**src/rtl/cic_ctrl_pkg.sv**
```systemverilog
// Shared types and constants for the CIC conversion controller.
package cic_ctrl_pkg;

   localparam int unsigned CIC_DATA_W     = 25;
   localparam int unsigned SETTLE_OUTPUTS = 3;

   typedef enum logic [2:0] {
      ST_IDLE,
      ST_CLEAR,
      ST_SETTLE,
      ST_RUN,
      ST_DONE
   } cic_state_t;

   function automatic logic [8:0] dec_ratio(input logic [1:0] sel);
      case (sel)
         2'b00:   return 9'd8;
         2'b01:   return 9'd64;
         default: return 9'd256;
      endcase
   endfunction

endpackage

```
**src/rtl/cic_out_fifo.sv**
```systemverilog
// Small synchronous FIFO; a push into a full FIFO is accepted when a pop happens on the same edge.
module cic_out_fifo #(
   parameter int unsigned DATA_W = 25,
   parameter int unsigned DEPTH  = 4
) (
   input  logic              clk_i,
   input  logic              rst_ni,
   input  logic              push_i,
   input  logic              pop_i,
   input  logic [DATA_W-1:0] wdata_i,
   output logic [DATA_W-1:0] rdata_o,
   output logic              full_o,
   output logic              empty_o
);

   localparam int unsigned AW = $clog2(DEPTH);
   localparam logic [AW:0] FULL_CNT = (AW+1)'(DEPTH);

   logic [DATA_W-1:0] mem_q [DEPTH];
   logic [AW-1:0]     wr_ptr_q, rd_ptr_q;
   logic [AW:0]       count_q;
   logic              do_push, do_pop;

   assign full_o  = (count_q == FULL_CNT);
   assign empty_o = (count_q == '0);
   assign do_pop  = pop_i && !empty_o;
   assign do_push = push_i && (!full_o || do_pop);
   assign rdata_o = mem_q[rd_ptr_q];

   always_ff @(posedge clk_i or negedge rst_ni) begin
      if (!rst_ni) begin
         mem_q    <= '{default: '0};
         wr_ptr_q <= '0;
         rd_ptr_q <= '0;
         count_q  <= '0;
      end else begin
         if (do_push) begin
            mem_q[wr_ptr_q] <= wdata_i;
            wr_ptr_q        <= wr_ptr_q + AW'(1);
         end
         if (do_pop) begin
            rd_ptr_q <= rd_ptr_q + AW'(1);
         end
         case ({do_push, do_pop})
            2'b10:   count_q <= count_q + (AW+1)'(1);
            2'b01:   count_q <= count_q - (AW+1)'(1);
            default: count_q <= count_q;
         endcase
      end
   end

endmodule

```
**src/rtl/cic_conv_ctrl.sv**
```systemverilog
// Conversion controller for the CIC decimator: run FSM, decimation strobe,
// settling-output discard and output FIFO with sticky overflow.
module cic_conv_ctrl
   import cic_ctrl_pkg::*;
#(
   parameter int unsigned DATA_W     = CIC_DATA_W,
   parameter int unsigned FIFO_DEPTH = 4,
   parameter int unsigned CNT_W      = 16
) (
   input  logic              clk,
   input  logic              reset_n,
   input  logic              start,
   input  logic              stop,
   input  logic [1:0]        dec_sel,
   input  logic [CNT_W-1:0]  num_conv,
   input  logic [DATA_W-1:0] cic_data,
   output logic              cic_clr,
   output logic              cic_en,
   output logic              dec_strobe,
   output logic [DATA_W-1:0] out_data,
   output logic              out_valid,
   input  logic              out_ready,
   output logic              busy,
   output logic              done,
   output logic              overflow,
   input  logic              clr_ovf
);

   cic_state_t        state_q, state_d;
   logic [7:0]        dec_last_q, dec_last_d;
   logic [7:0]        dec_cnt_q, dec_cnt_d;
   logic [CNT_W-1:0]  num_conv_q, num_conv_d;
   logic [CNT_W-1:0]  conv_cnt_q, conv_cnt_d, conv_inc;
   logic [1:0]        settle_cnt_q, settle_cnt_d;
   logic              cap_pend_q, cap_pend_d;
   logic              overflow_q, overflow_d;
   logic              counting, push, pop, drop, fifo_full, fifo_empty;

   assign counting   = (state_q == ST_SETTLE) || (state_q == ST_RUN);
   assign cic_en     = counting;
   assign dec_strobe = counting && (dec_cnt_q == dec_last_q);
   assign busy       = (state_q != ST_IDLE);
   assign conv_inc   = (&conv_cnt_q) ? conv_cnt_q : conv_cnt_q + CNT_W'(1);

   always_ff @(posedge clk or negedge reset_n) begin
      if (!reset_n) begin
         state_q      <= ST_IDLE;
         dec_last_q   <= '0;
         dec_cnt_q    <= '0;
         num_conv_q   <= '0;
         conv_cnt_q   <= '0;
         settle_cnt_q <= '0;
         cap_pend_q   <= 1'b0;
         overflow_q   <= 1'b0;
      end else begin
         state_q      <= state_d;
         dec_last_q   <= dec_last_d;
         dec_cnt_q    <= dec_cnt_d;
         num_conv_q   <= num_conv_d;
         conv_cnt_q   <= conv_cnt_d;
         settle_cnt_q <= settle_cnt_d;
         cap_pend_q   <= cap_pend_d;
         overflow_q   <= overflow_d;
      end
   end

   always_comb begin
      state_d      = state_q;
      dec_last_d   = dec_last_q;
      dec_cnt_d    = dec_cnt_q;
      num_conv_d   = num_conv_q;
      conv_cnt_d   = conv_cnt_q;
      settle_cnt_d = settle_cnt_q;
      cap_pend_d   = dec_strobe;
      cic_clr      = 1'b0;
      done         = 1'b0;
      push         = 1'b0;

      if (counting) begin
         dec_cnt_d = dec_strobe ? '0 : dec_cnt_q + 8'd1;
      end

      // The CIC word is valid one cycle after the strobe, so captures act on cap_pend_q.
      case (state_q)
         ST_IDLE: begin
            if (start && !stop) begin
               state_d      = ST_CLEAR;
               dec_last_d   = 8'(dec_ratio(dec_sel) - 9'd1);
               num_conv_d   = num_conv;
               dec_cnt_d    = '0;
               conv_cnt_d   = '0;
               settle_cnt_d = '0;
            end
         end
         ST_CLEAR: begin
            cic_clr = 1'b1;
            state_d = stop ? ST_IDLE : ST_SETTLE;
         end
         ST_SETTLE: begin
            if (stop) begin
               state_d = ST_IDLE;
            end else if (cap_pend_q) begin
               settle_cnt_d = settle_cnt_q + 2'd1;
               if (settle_cnt_q == 2'(SETTLE_OUTPUTS - 1)) state_d = ST_RUN;
            end
         end
         ST_RUN: begin
            if (stop) begin
               state_d = ST_IDLE;
            end else if (cap_pend_q) begin
               push       = 1'b1;
               conv_cnt_d = conv_inc;
               if (num_conv_q != '0 && conv_inc == num_conv_q) state_d = ST_DONE;
            end
         end
         ST_DONE: begin
            done    = 1'b1;
            state_d = ST_IDLE;
         end
         default: state_d = ST_IDLE;
      endcase
   end

   assign out_valid  = !fifo_empty;
   assign pop        = out_valid && out_ready;
   assign drop       = push && fifo_full && !pop;
   assign overflow_d = drop || (overflow_q && !clr_ovf);
   assign overflow   = overflow_q;

   cic_out_fifo #(
      .DATA_W (DATA_W),
      .DEPTH  (FIFO_DEPTH)
   ) u_fifo (
      .clk_i   (clk),
      .rst_ni  (reset_n),
      .push_i  (push),
      .pop_i   (pop),
      .wdata_i (cic_data),
      .rdata_o (out_data),
      .full_o  (fifo_full),
      .empty_o (fifo_empty)
   );

endmodule

```
**config.mk**
```make
export PLATFORM = sky130hd
export DESIGN_NAME = cic_conv_ctrl
export DESIGN_NICKNAME = d
export VERILOG_FILES = /design/src/rtl/cic_ctrl_pkg.sv /design/src/rtl/cic_out_fifo.sv /design/src/rtl/cic_conv_ctrl.sv
export SDC_FILE = /design/constraint.sdc
export NUM_CORES = 1
export LEC_CHECK = 0
export ABC_AREA = 1
export CAP_MARGIN = 15
export CORE_UTILIZATION = 45
export DETAILED_ROUTE_END_ITERATION = 6
export DONT_BUFFER_PORTS = 1
export SYNTH_ARGS = -nofsm -noshare
export SYNTH_HDL_FRONTEND = slang
export SYNTH_SLANG_ARGS = --single-unit
```
**constraint.sdc**
```tcl
create_clock -name clk -period 2 [get_ports clk]
set_input_delay 0.4 -clock clk [delete_from_list [all_inputs] [get_ports clk]]
set_output_delay 0.4 -clock clk [all_outputs]
set_load 0.02 [all_outputs]
```
; Word level (Yosys, flattened, before mapping)
; Cells that the tools add are included.
[totals]
regBits = 162
out_inout_bits = 32
elab_cells = 116
[op_classes]
add_sub_neg = 8
magnitude_cmp = 3
eq_ne = 20
muxes = 37
bitwise_logic = 2
n_reduce_logical = 31
[op_table]
columns = operator, count
row1 = bitwise mux 100 bit, 1
row2 = two-way mux 25 bit, 3
row3 = two-way mux 16 bit, 4
row4 = binary-select mux 25 bit (select 2 bit), 1
row5 = demux 25 bit (select 2 bit), 1
row6 = two-way mux 8 bit, 6
row7 = case mux 16 bit (2 select lines), 1
row8 = two-way mux 3 bit, 7
row9 = "adder 16 x 1 -> 16 bit, second input constant", 1
row10 = equality test 16 bit, 1
row11 = AND reduction 16 bit, 1
row12 = nonzero test 16 bit, 1
row13 = case mux 7 bit (2 select lines), 1
row14 = case mux 3 bit (4 select lines), 1
row15 = logical AND 1 bit, 10
row16 = "!= test 2 bit, second input constant", 5
row17 = "adder 8 x 1 -> 8 bit, second input constant", 1
row18 = equality test 8 bit, 1
row19 = two-way mux 2 bit, 4
row20 = AND reduction 4 bit, 2
row21 = "subtractor 8 x 1 -> 8 bit, second input constant", 1
row22 = "adder 2 x 1 -> 2 bit, second input constant", 3
row23 = "equality test 3 x 2 -> 1 bit, second input constant", 2
row24 = "equality test 3 bit, second input constant", 2
row25 = other kinds (21), 40

; Depth between registers and ports, before layout
; Gate-level depths: netlist of the first run.
[depth]
depth_word = 8
mapped_depth = 17

; Modules after synthesis
; From an unflattened synthesis of the first run, not the netlist that was laid out.
[hier_totals]
hier_cells = 1072
area_unflattened_um2 = 8298.0
[modules_own_cells]
columns = mod, instances, cells_each, area_per_inst_um2, seq_area_each_um2
row1 = cic_out_fifo, 1, 636, 5210.0, 2677.6
row2 = cic_conv_ctrl, 1, 436, 3088.0, 1276.2

; Worst setup path after synthesis of the first run
; Ideal clock, no wire load.
[synth_path]
path_kind = reg-to-reg
from = register state_q[1]
to = register u_fifo.count_q[2]
setup_ns = 0.131
t_arrival_ns = 1.899
required_time_ns = 1.869
path_slack_ns = -0.029
stages_incl_launch_ff = 12
path_cell_list = dfrtp_1 nand2_2 nor3_1 inv_1 nor2_8 nand2_8 ha_1 inv_1 fa_1 a21oi_1 o21ai_0 xor2_1
[synth_via]
elab_chain_cells = 5
[synth_rtl]
columns = item, line_no
row1 = "start, declared", cic_conv_ctrl.sv:29  ; cic_state_t state_q, state_d;
row2 = "start signal, assigned", cic_conv_ctrl.sv:56  ; state_q <= state_d;
row3 = equality test 3 x 2 -> 1 bit (*), cic_conv_ctrl.sv:84  ; case (state_q)
row4 = two-way mux 1 bit (*), cic_conv_ctrl.sv:84
row5 = logical AND 1 bit (*), cic_out_fifo.sv:27  ; assign do_push = push_i && (!full_o || do_pop);
row6 = equality test 2 x 1 -> 1 bit or equality test 2 bit (tied branches), cic_out_fifo.sv:44  ; case ({do_push, do_pop})
row7 = case mux 3 bit (2 select lines) or nonzero test 2 bit (tied branches), -
row8 = "end signal, assigned", cic_out_fifo.sv:45  ; 2'b10: count_q <= count_q + (AW+1)'(1);
row9 = "end signal, assigned", cic_out_fifo.sv:46  ; 2'b01: count_q <= count_q - (AW+1)'(1);
row10 = "end signal, assigned", cic_out_fifo.sv:47  ; default: count_q <= count_q;
row11 = "end, declared", cic_out_fifo.sv:21  ; logic [AW:0] count_q;
; Mark *: on every way between the ends. The rest lies on a longest branch, timed or not.
; A chain may end at the register's enable or synchronous reset.

; Final worst setup path of the first run
[layout_path]
from = register u_fifo.rd_ptr_q[0]
to = output out_data[11]
[layout_via]
elab_chain_cells = 4
[layout_rtl]
columns = item, line_no
row1 = "start, declared", cic_out_fifo.sv:20  ; logic [AW-1:0] wr_ptr_q, rd_ptr_q;
row2 = "start signal, assigned", cic_out_fifo.sv:42  ; rd_ptr_q <= rd_ptr_q + AW'(1);
row3 = NOT 2 -> 3 bit (not written as such), cic_out_fifo.sv:28  ; assign rdata_o = mem_q[rd_ptr_q];
row4 = binary-select mux 25 bit (select 2 bit), cic_out_fifo.sv:28
row5 = two-way mux 25 bit (not written as such) (2 in a row), cic_out_fifo.sv:28
row6 = "end, declared", cic_conv_ctrl.sv:20  ; output logic [DATA_W-1:0] out_data,
; No other way between the ends. The select of a mux whose other input is x is not followed.

==> results_dict.tcl, run 1 <==
set metrics [dict create \
    status "complete, but fails checks" \
    violations "negative hold slack, negative setup slack" \
    grt_pass1_vias 6030 \
    grt_max_degree 159 \
    power_leakage_nw 4.841 \
    power_density_nw_per_um2 1281 \
    cp.required_ns 1.60 \
    timing.critical_path.mode_cell "buf_12" \
    ys_warn_count 0 \
    crit_slowest_cell "dfrtp_2" \
    track_usage 0.2175 \
    numCtsBuffers 17 \
    netlist.area_leader.share 0.4975 \
    clock_skew_ns 0.01333 \
    synth_edf_count 0 \
    setup_viol 10 \
    path_class "reg2out" \
    cts.sinks 158 \
    htree_num_levels 4 \
    layout-area-overhead-vs-synth_pct 28.64 \
    worstMarginPinSlew_ns 0.3685 \
    syn-num-nets 888 \
    pin_count 81 \
    power.internal_mw 8.317 \
    yosys.cell_types.count 38 \
    arrival_ns 1.65 \
    grt_pass1_wl_mm 30.52 \
    hold_viol 158 \
    syn_inst 829 \
    antenna_left 0 \
    min_period_ns 2.050 \
    cap_violations 0 \
    max_freq_mhz 487.8 \
    vias_per_cell 5.456 \
    clkPwrFrac 0.259 \
    synth_seq_area_share 0.4975 \
    grt-ovfl-total 0 \
    place_hpwl_mm 11.85 \
    clk_pin_slew_ns 0.06 \
    cts_root_buffer "clkbuf_16" \
    rsz0062_at_grt "true" \
    place_area_sq_um 8645 \
    cts_tree "done" \
    cp-start-kind "flip-flop" \
    fp.dieW_um 134.9 \
    drc 0 \
    hold_class "in2async" \
    die-height_um 134.9 \
    row_count 48 \
    p_comb_frac 0.444 \
    initial_core_util 0.4595 \
    critPathMaxStageDelay_ns 0.44 \
    stdcell_area_sq_um 10220 \
    ys_seq_elements 158 \
    synth_flop_cell "dfrtp_1" \
    diodes 0 \
    synth_area_leaders "dfrtp_1 50%, mux2_1 9.1%, nand2_1 6.2%" \
    fin_crit_sh 1.025 \
    dp.cells 1086 \
    wl_per_cell_um 17.69 \
    dr.first_iter.drc_count 408 \
    yosysTopAreaCell "dfrtp_1" \
    ir_drop_mv 0.8136 \
    tns_ns -0.1793 \
    gp_congestion 0.9121 \
    fin_ws_ns -0.05011 \
    cts.path.max_buffers 2 \
    worstSkewPairLatency_ns 0.43 \
    hold_slack_ns -0.3326 \
    syn_area_sq_um 7948 \
    fin_nets 966 \
    p_switching_mw 4.776 \
    synthTopCellsByCount "158 x dfrtp_1, 132 x nand2_1, 94 x nor2_1" \
    critPathCaptureType "primary output" \
    synth-async-reset-ratio 1.000 \
    antenna_found_initial 0 \
    crit_chain "clkinv_4 -> buf_12 -> buf_12 -> nor2_2 -> o22ai_2 -> buf_6" \
    maxSlewViolCount 0 \
    avgSynthCellArea_sq_um 9.587 \
    switching_share 0.3648 \
    p_seq_frac 0.297 \
    wirelength_mm 20.23 \
    yosysMostFrequentCell "dfrtp_1" \
    fin_cells 1143 \
    core_sq_um 17300 \
    via_count 6236 \
    relSlewSlack 0.7524 \
    drt_pass1_iterations 4 \
    cp_max_fo 5 \
    portBuffers 0 \
    dieArea_sq_um 18200 \
    drive_above_1_share 0.2996 \
]
## per-stage QoR
step | power [mW] | util | hold slack (ns) | setup slack (ns)
finish | 13.09 | 0.5911 | -0.3326 | -0.05011
global route | 13.74 | 0.5911 | -0.3546 | -0.08896
CTS | 12.31 | 0.5559 | -0.3496 | -0.05393
detailed placement | 7.945 | 0.4998 | 0.1076 | -0.08082
global placement | 7.837 | 0.4998 | 0.1102 | -0.008187
floorplan | 6.472 | - | 0.1044 | 0.009635
## worst max-delay path, delay by kind of cell, from the launching register on
family | cells | cell delay (ns)
flip-flops | 1 | 0.44
AND/OR/NAND/NOR | 1 | 0.05
AO/OA/AOI/OAI | 1 | 0.22
buffers and inverters | 4 | 0.52
## sequential cells by signal (all words and copies together) (netlist names)
signal / cells
dec_cnt_q: 8
cap_pend_q: 1
overflow: 1
u_fifo.count_q: 3
u_fifo.wr_ptr_q: 2
state_q: 3
dec_last_q: 4
u_fifo.rd_ptr_q: 2
conv_cnt_q: 16
settle_cnt_q: 2
u_fifo.mem_q: 100
num_conv_q: 16
## path summary, 6_finish.rpt
path,startpoint,to,slack (ns),depth (start not counted)
min reg2reg,u_fifo.mem_q[97],u_fifo.mem_q[97],0.49,1
min in group clk,clr_ovf,overflow,0.07,1
max,u_fifo.rd_ptr_q[0],out_data[11],-0.05,6
min,reset_n,u_fifo.mem_q[18],-0.33,0
max reg2reg,conv_cnt_q[0],state_q[0],0.05,14
max in group asynchronous,reset_n,conv_cnt_q[2],2.10,0
## cells by family after synthesis
group                    count (synthesis)  synth area share
AND/OR/NAND/NOR                        293            0.1666
buffers and inverters                  110           0.06061
XOR/XNOR                                20           0.02299
flip-flops                             158            0.4975
AO/OA/AOI/OAI                          137           0.09257
adder cells (fa/ha/maj)                 10           0.01669
multiplexers                           101            0.1431
## layer usage
metal | global-route usage | vias up | part of all wire
met5 | 0 | - | 0
met4 | 0.06866 | 0 | 0.013
met3 | 0.04655 | 26 | 0.048
met2 | 0.3666 | 190 | 0.51
met1 | 0.2789 | 3097 | 0.43
li1 | - | 2923 | -
## placed cells by master (no fill, tap or decap), types with 28 or more instances in the layout
cell type and count:
mux2_2 37, nand2_1 122, mux2_1 64, nor2_1 62, inv_1 70, dfrtp_1 155
buf_4 51, o21ai_0 39, nand3_1 28
## layout make-up
class                   instances  area (sq um)
fillers                      1408          7073
multi-input cells             562          4006
flip-flops and latches        158          3958
repair buffers                 89          1066
clock buffers                  19         442.9
inverters                      79         304.0
well taps                     225         281.5
clock inverters                11         165.2
## timing repair
item,CTS,global route
pin swaps,18,40
setup endpoints to repair,26,102
gates cloned,6,6
endpoints found under the hold margin,158,158
setup buffers,9,7
resized for setup,73,125
## power by group through the flow
stage | Combinational [mW] | Clock (mW) | Sequential (mW)
after floorplan | 2.62 | 0 | 3.85
after global placement | 3.95 | 0 | 3.89
after detailed placement | 4.03 | 0 | 3.91
after CTS | 5.00 | 3.45 | 3.87
after global routing | 6.19 | 3.61 | 3.94
final | 5.81 | 3.39 | 3.89
(Power assumes the default switching activity.)
==> run 2, diff against run 1 <==
--- a/config.mk
+++ b/config.mk
@@ -6,6 +6,7 @@
 export NUM_CORES = 1
 export LEC_CHECK = 0
 export ABC_AREA = 1
+export ABC_CLOCK_PERIOD_IN_PS = 2000
 export CAP_MARGIN = 15
 export CORE_UTILIZATION = 45
 export DETAILED_ROUTE_END_ITERATION = 6
==> results of run 2 <==
Final layout, timing and power as in run 1 (identical DEF).
==> run 3, diff against run 2 <==
--- a/config.mk
+++ b/config.mk
@@ -11,6 +11,7 @@
 export CORE_UTILIZATION = 45
 export DETAILED_ROUTE_END_ITERATION = 6
 export DONT_BUFFER_PORTS = 1
+export PLACE_DENSITY = 0.58
 export SYNTH_ARGS = -nofsm -noshare
 export SYNTH_HDL_FRONTEND = slang
 export SYNTH_SLANG_ARGS = --single-unit
==> run 3 against run 2 <==
The flow still finishes with violations (negative hold slack, negative setup slack). Hold slack better by 0.0011 ns. Global-route usage increased by 0.54 points. Clock-buffer cell count is 1 higher. Setup slack lost 0.00089 ns. Sequential power is essentially flat. Final area shrank 1.3%. Die area stayed put. Clock power is 9.4% lower. Total power down 7.2%. Critical endpoint is now out_data[7].
==> results_dict.tcl, run 3 (synthesis gave the netlist of run 1 again) <==
set metrics [dict create \
    status "complete, but fails checks" \
    violations "negative hold slack, negative setup slack" \
    p_switching_mw 4.565 \
    worstMarginPinSlew_ns 0.3401 \
    maxSlewViolCount 0 \
    antenna_left 0 \
    cts_root_buffer "clkbuf_16" \
    setup_viol 16 \
    cts_tree "done" \
    mostFrequentLayoutCells "156 x dfrtp_1, 125 x nand2_1, 72 x inv_1, 70 x buf_4, 69 x nor2_1" \
    cts.sinks 158 \
    wirelength_mm 19.82 \
    rsz0062_at_grt "true" \
    cp-start-kind "flip-flop" \
    grt_pass1_vias 6169 \
    vias_per_cell 5.333 \
    arrival_ns 1.65 \
    drive_above_1_share 0.2827 \
    hold_viol 158 \
    cp-startpoint "u_fifo.rd_ptr_q[0]" \
    p_seq_frac 0.319 \
    portBuffers 0 \
    stdcell_area_sq_um 10090 \
    critPathCaptureType "primary output" \
    via_count 6181 \
    clkPwrFrac 0.253 \
    reg2reg_depth 12 \
    core_sq_um 17300 \
    cap_violations 0 \
    drt_pass1_iterations 5 \
    drc 0 \
    worst_r2r_endpoint "state_q[1]" \
    initial_core_util 0.4595 \
    relSlewSlack 0.7674 \
    largest_reg_flops 100 \
    ir_drop_mv 0.6862 \
    grt_pass1_wl_mm 31.31 \
    diodes 0 \
    path_class "reg2out" \
    dr.first_iter.drc_count 358 \
    cp.required_ns 1.60 \
    min_period_ns 2.051 \
    hold_class "in2async" \
    rr_startpoint "conv_cnt_q[1]" \
    layout-area-overhead-vs-synth_pct 26.90 \
    clk_pin_slew_ns 0.06 \
    htree_num_levels 4 \
    place_hpwl_mm 11.96 \
    hold_slack_ns -0.3315 \
    fin_util 0.5831 \
    fin_nets 980 \
    worstSkewPairLatency_ns 0.43 \
    cts.path.max_buffers 2 \
    max_freq_mhz 487.6 \
    wl_per_cell_um 17.10 \
    fin_ws_ns -0.05100 \
    pin_count 81 \
    track_usage 0.2229 \
    endpoint "out_data[7]" \
    power_mw 12.15 \
    clock_skew_ns 0.01134 \
    cp_max_fo 13 \
    fp.dieW_um 134.9 \
    gp_congestion 0.8715 \
    top_register "u_fifo.mem_q" \
    grt-ovfl-total 0 \
    pre_cts_ws_ns -0.07769 \
    row_count 48 \
    reg.largest.list "u_fifo.mem_q: 100 flops, conv_cnt_q: 16 flops, num_conv_q: 16 flops" \
    p_comb_frac 0.428 \
    antenna_found_initial 0 \
    dieArea_sq_um 18200 \
    power_leakage_nw 4.804 \
    fin_crit_sh 1.025 \
    die-height_um 134.9 \
    power.internal_mw 7.583 \
    rrSetupSlack_ns -0.01 \
    grt_max_degree 159 \
    switching_share 0.3758 \
    place_area_sq_um 8718 \
    power_density_nw_per_um2 1204 \
    numCtsBuffers 17 \
    layout_commonest_cell "dfrtp_1" \
]
[run 3: cell type report]
type	instances	area (sq um)
Fill cell	1452	7211
Sequential cell	158	3956
Multi-Input combinational cell	561	3871
Timing Repair Buffer	104	1130
Clock buffer	20	436.7
Inverter	79	299.0
Tap cell	225	281.5
Clock inverter	12	111.4
[run 3: timing repair]
action	CTS	global route
setup endpoints to repair	78	122
pin swaps	13	31
gates resized for setup	61	78
buffers inserted	8	12
endpoints found under the hold margin	158	158
cloned	7	2
[run 3: critical path, cell delays in order, from the launching register on]
cell and delay (ns):
dfrtp_2 0.46, inv_4 0.09, buf_6 0.13, buf_16 0.15, o21ai_0 0.09, o22ai_1 0.14, buf_4 0.17
[run 3: worst min-delay path by stage]
stage          depth (start not counted)    start                to
2_1_floorplan                          0  reset_n        cap_pend_q
3_3_place_gp                           0  reset_n  u_fifo.mem_q[18]
3_5_place_dp                           0  reset_n  u_fifo.mem_q[93]
4_1_cts                                0  reset_n  u_fifo.mem_q[20]
5_1_grt                                0  reset_n  u_fifo.mem_q[19]
6_report                               0  reset_n  u_fifo.mem_q[93]
[run 3: metal layers]
metal	GRT usage	wire length [um]	vias up
met2	0.3814	10140	121
met5	0	0	-
met3	0.04955	844	19
met1	0.2833	8530	3078
met4	0.06117	311	0
li1	-	-	2963
[run 3: power by group through the flow]
stage | combinational [mW] | sequential (mW) | clock [mW]
floorplan | 2.62 | 3.85 | 0
global placement | 3.98 | 3.89 | 0
detailed placement | 4.07 | 3.90 | 0
CTS | 4.82 | 3.86 | 3.12
global route | 5.64 | 3.93 | 3.26
finish | 5.20 | 3.88 | 3.07
[run 3: through the flow]
stage	TNS (ns)	std cells
detailed placement	-0.8264	1099
floorplan	0	829
global route	-2.246	1159
finish	-0.2301	1159
global placement	-0.001480	1099
CTS	-0.1733	1145
